[config.mk]
export PLATFORM = sky130hd
export DESIGN_NAME = tdm_demux4_flat
export DESIGN_NICKNAME = d
export VERILOG_FILES = /design/src/rtl/tdm_demux4_if.sv /design/src/rtl/tdm_demux4.sv /design/src/flat_wrapper.sv
export SDC_FILE = /design/constraint.sdc
export NUM_CORES = 1
export LEC_CHECK = 0
export ABC_CLOCK_PERIOD_IN_PS = 3690
export CAP_MARGIN = 20
export CORE_UTILIZATION = 48
export CTS_BUF_LIST = sky130_fd_sc_hd__clkbuf_16
export DETAILED_ROUTE_END_ITERATION = 10
export GPL_TIMING_DRIVEN = 1
export PLACE_DENSITY = 0.71
export SLEW_MARGIN = 10
export SYNTH_ARGS = -nofsm -noshare
export SYNTH_HDL_FRONTEND = slang
export SYNTH_SLANG_ARGS = --single-unit
export TNS_END_PERCENT = 100
[constraint.sdc]
create_clock -name clk -period 3.69 [get_ports clk]
set_input_delay 0.369 -clock clk [delete_from_list [all_inputs] [get_ports clk]]
set_output_delay 0.369 -clock clk [all_outputs]
set_load 0.005 [all_outputs]
[src/rtl/tdm_demux4_if.sv]
// Serial TDM input and deserialized word-group outputs of tdm_demux4.
interface tdm_demux4_if #(
    parameter int WIDTH = 8
);
    logic               en;
    logic               din;
    logic               sync;
    logic [4*WIDTH-1:0] data_out;
    logic               valid;
    logic               locked;
    logic               sync_err;

    modport master (
        output en, din, sync,
        input  data_out, valid, locked, sync_err
    );

    modport slave (
        input  en, din, sync,
        output data_out, valid, locked, sync_err
    );
endinterface

[src/rtl/tdm_demux4.sv]
// Four-channel TDM deserializer with frame-sync acquisition and
// loss-of-lock detection.
module tdm_demux4 #(
    parameter int WIDTH = 8
) (
    input  logic         clk,
    input  logic         rst_n,
    tdm_demux4_if.slave  bus
);
    localparam int BW = $clog2(WIDTH);

    typedef enum logic {HUNT, LOCK} state_t;

    state_t             state;
    state_t             state_nxt;
    logic [1:0]         slot;
    logic [BW-1:0]      bitc;
    logic [WIDTH-1:0]   sr [4];
    logic [4*WIDTH-1:0] data_q;
    logic               valid_q;
    logic               err_q;
    logic               locked_c;

    logic pos0;
    logic last;
    logic acquire;
    logic resync;
    logic drop;
    logic shift;

    assign pos0 = (slot == 2'd0) && (bitc == '0);
    assign last = (slot == 2'd3) && (bitc == BW'(WIDTH - 1));

    always_ff @(posedge clk) begin
        if (!rst_n) begin
            state <= HUNT;
        end else begin
            state <= state_nxt;
        end
    end

    always_comb begin
        state_nxt = state;
        acquire   = 1'b0;
        resync    = 1'b0;
        drop      = 1'b0;
        shift     = 1'b0;
        if (bus.en) begin
            unique case (state)
                HUNT: begin
                    if (bus.sync) begin
                        acquire   = 1'b1;
                        state_nxt = LOCK;
                    end
                end
                LOCK: begin
                    if (pos0 && !bus.sync) begin
                        drop      = 1'b1;
                        state_nxt = HUNT;
                    end else if (!pos0 && bus.sync) begin
                        resync = 1'b1;
                    end else begin
                        shift = 1'b1;
                    end
                end
            endcase
        end
    end

    always_comb begin
        locked_c = (state == LOCK);
    end

    // Acquire and resync both treat the current sample as slot 0, bit 0.
    always_ff @(posedge clk) begin
        if (!rst_n) begin
            for (int k = 0; k < 4; k++) sr[k] <= '0;
            slot    <= '0;
            bitc    <= '0;
            data_q  <= '0;
            valid_q <= 1'b0;
            err_q   <= 1'b0;
        end else begin
            valid_q <= 1'b0;
            err_q   <= 1'b0;
            if (acquire || resync) begin
                sr[0] <= WIDTH'(bus.din);
                sr[1] <= '0;
                sr[2] <= '0;
                sr[3] <= '0;
                slot  <= 2'd1;
                bitc  <= '0;
                err_q <= resync;
            end else if (drop) begin
                for (int k = 0; k < 4; k++) sr[k] <= '0;
                slot  <= '0;
                bitc  <= '0;
                err_q <= 1'b1;
            end else if (shift) begin
                sr[slot] <= {sr[slot][WIDTH-2:0], bus.din};
                slot     <= slot + 2'd1;
                if (slot == 2'd3) bitc <= bitc + 1'b1;
                if (last) begin
                    data_q  <= {sr[3][WIDTH-2:0], bus.din,
                                sr[2], sr[1], sr[0]};
                    valid_q <= 1'b1;
                end
            end
        end
    end

    assign bus.data_out = data_q;
    assign bus.valid    = valid_q;
    assign bus.sync_err = err_q;
    assign bus.locked   = locked_c;
endmodule
[src/flat_wrapper.sv]
// flat-port wrapper written by rule: the top's interface ports become plain ports
module tdm_demux4_flat 
#(
    parameter int WIDTH = 8
)
  (clk, rst_n, bus_en, bus_din, bus_sync, bus_data_out, bus_valid, bus_locked, bus_sync_err);
  tdm_demux4_if #(.WIDTH(WIDTH)) bus_i ();
  input  logic clk;
  input  logic rst_n;
  input wire logic [$bits(bus_i.en)-1:0] bus_en;
  input wire logic [$bits(bus_i.din)-1:0] bus_din;
  input wire logic [$bits(bus_i.sync)-1:0] bus_sync;
  output wire logic [$bits(bus_i.data_out)-1:0] bus_data_out;
  output wire logic [$bits(bus_i.valid)-1:0] bus_valid;
  output wire logic [$bits(bus_i.locked)-1:0] bus_locked;
  output wire logic [$bits(bus_i.sync_err)-1:0] bus_sync_err;
  assign bus_i.en = bus_en;
  assign bus_i.din = bus_din;
  assign bus_i.sync = bus_sync;
  assign bus_data_out = bus_i.data_out;
  assign bus_valid = bus_i.valid;
  assign bus_locked = bus_i.locked;
  assign bus_sync_err = bus_i.sync_err;
  tdm_demux4 #(.WIDTH(WIDTH)) u_core (.clk(clk), .rst_n(rst_n), .bus(bus_i));
endmodule
==> flow_summary.ini <==
[timing]
report.final.slew_viol_count = 0
max_slew_margin_pct = 50.0
finalClockSkew_ns = 0.00379
period_share_pct = 72.0
fmax_ghz = 0.377
tightest_slew_ns = 0.747
hold_violations = 0
period_needed_ns = 2.66
fin_ws_ns = 1.03
setup_viol = 0
rsz0062_at_grt = no
fin_setup_tns_ns = 0

[clock_tree]
path_clk_slew_ns = 0.05
cts-resized-gates = 0
clockRootBuffer = clkbuf_16
cts_hold_buf = 0
cts_buffers = 9
post-cts-setup-buffer-count = 0
cts_sinks = 71
cts_tree = done
clk-insertion-delay-late_ns = 0.32
cts_buffer_depth = 2
htree_levels = 3

[worst_setup_path]
arrival_ns = 2.90
start_kind = register
crit_fanout = 32
path_class = reg -> reg
required_ns = 3.93
cp-end-kind = register

[drt]
firstDrtPassIters = 4
drc_errors = 0
wire_per_inst_um = 13.2
vias = 2003
vias_per_cell = 5.11
detail-route-antenna-nets = 0
first_iter_violations = 73
wirelength_um = 5160

[global_route]
grt_use_total_pct = 17.9
grt_start_max_net_pins = 47
antenna_found_initial = 0
overflow = 0
grt_first_pass_wirelength_um = 8650
grt_pass1_vias = 1825

[floorplanning]
die_w_um = 81.4
die_h_um = 81.4
io_pins = 40
rows = 28
start_util_pct = 50.5
core_region_area_um2 = 5990
die_area_um2 = 6630

[placement]
pre_cts_ws_ns = 1.04
place.gp.congestion = 0.849
dp_hpwl_um = 3450
dpl.cell_count = 376
port_buffers = 39

[yosys]
synth.distinct_cells = 36
synthTopCellsByArea = edfxtp_1 31%, dfxtp_1 26%, mux2i_1 12%
ys_ff_latch = 71
synth_top_area_share_pct = 30.7
synth_area_um2 = 3030
synthesis.nets = 282
synthesis.instances = 270
ys_warn_count = 0
yosysTopAreaCell = edfxtp_1
synth_seq_area_share_pct = 57.2
avgSynthCellArea_um2 = 11.2

[power]
p_comb_share_pct = 4.6
intPower_mw = 1.31
pwr-share-clk_pct = 44.1
power_switching_share_pct = 21.5
power_mw = 1.67
vdd_drop_max_mv = 0.285
leakage_nw = 1.33
power.density_nw_per_um2 = 451
netSwitchingPower_uw = 360
p_seq_share_pct = 51.4

[cells_and_area]
seq_area_um2 = 1730
multiInputGateArea_um2 = 1180
drive_above_1_share_pct = 8.52
fin_nets = 324
n_antenna_cell = 0
syn2layout_area_growth_pct = 22.6
nFillCells = 490
stdcell_count = 392

[run_status]
status = finished clean

[job]
drv_cap = 0

[min_path]
min_path_type = reg -> reg
==> cell usage in the layout (no fill, tap or decap), types with 2 or more instances in the layout <==
cell             count
a21oi_1              2
a31oi_1              2
and2_1              27
buf_4                5
clkbuf_16            9
clkdlybuf4s50_1     38
clkinv_1             4
dfxtp_1             40
edfxtp_1            31
ha_1                 7
inv_1                8
mux2i_1             35
nand2_1             67
nand2b_1             3
nor2_1               5
nor3_1               2
nor3_2               2
nor3b_1              2
o21ai_0              5
or2_2                3
==> registers in the layout, summed over array words and instances (netlist names) <==
signal,count
u_core.bitc,3
u_core.bus.data_out,32
u_core.bus.locked,1
u_core.bus.sync_err,1
u_core.bus.valid,1
u_core.slot,2
u_core.sr,31
==> stage by stage <==
step                      cell area, um2  hold WS, ns  util (%)
after floorplan                     3030        0.451         -
after global placement              3450        0.444      57.7
after detailed placement            3450        0.449      57.7
after CTS                           3710        0.456      61.9
after global routing                3710        0.471      61.9
final                               3710        0.452      61.9
==> power by group through the flow <==
stage,registers [mW],clock network (mW),logic [mW]
finish,0.859,0.737,0.0765
global route,0.862,0.798,0.0850
CTS,0.859,0.757,0.0772
detailed placement,0.875,0,0.0767
global placement,0.875,0,0.0754
floorplan,0.869,0,0.0588
==> final timing paths <==
path	start	end	slack, ns	cells past startpoint
setup / recovery	u_core.slot[0]	u_core.bus.data_out[20]	1.03	10
hold reg to reg	u_core.bus.data_out[28]	u_core.bus.data_out[28]	0.45	2
setup reg to reg	u_core.slot[0]	u_core.bus.data_out[20]	1.03	10
hold / removal	u_core.bus.data_out[28]	u_core.bus.data_out[28]	0.45	2
==> metal layers <==
metal | global-route usage, % | part of all wire, % | up-vias
li1 | - | - | 997
met1 | 23.4 | 49 | 960
met2 | 27.3 | 46 | 39
met3 | 6.00 | 3.5 | 7
met4 | 6.96 | 1.3 | 0
met5 | 0 | 0 | -
==> worst max-delay path: stages (launching register included) <==
cell	delay [ns]
dfxtp_1	0.52
inv_1	0.14
ha_1	0.23
nand2_1	0.05
or2_2	0.10
inv_1	0.04
ha_1	0.38
nand4b_4	0.21
nor2_4	0.14
buf_4	0.47
mux2i_1	0.28
==> Yosys cell counts, drive strengths merged <==
cell      n
dfxtp    40
nand2b    3
nor3      4
clkbuf    7
o21ai     5
o31ai     1
a311oi    1
inv       7
o21a      1
a2111oi   1
or3       1
mux2      1
buf       6
nand4     1
nor4      3
xnor2     1
nand3b    1
o211ai    1
ha        7
and2     27
nor3b     2
a31oi     2
or4       1
edfxtp   31
mux2i    35
nand3     1
or2       3
a21oi     2
nand2    67
nor2      6
nand4b    1
==> kinds of logic after synthesis <==
logic type	share of synthesized area, %
compound gates	2.89
buf+inv	3.84
mux	11.9
fa+ha+maj	2.89
xor+xnor	0.289
simple gates	21.0
flops	57.2
==> layout make-up <==
cell class                 instances  area share [%]
sequential                        71            46.7
multi-input combinational        179            31.8
timing repair buffer              44            11.4
clock buffer                       9            6.07
tap                               75            2.53
clock inverter                     7           0.843
inverter                           7           0.708
(Power assumes the default switching activity.)
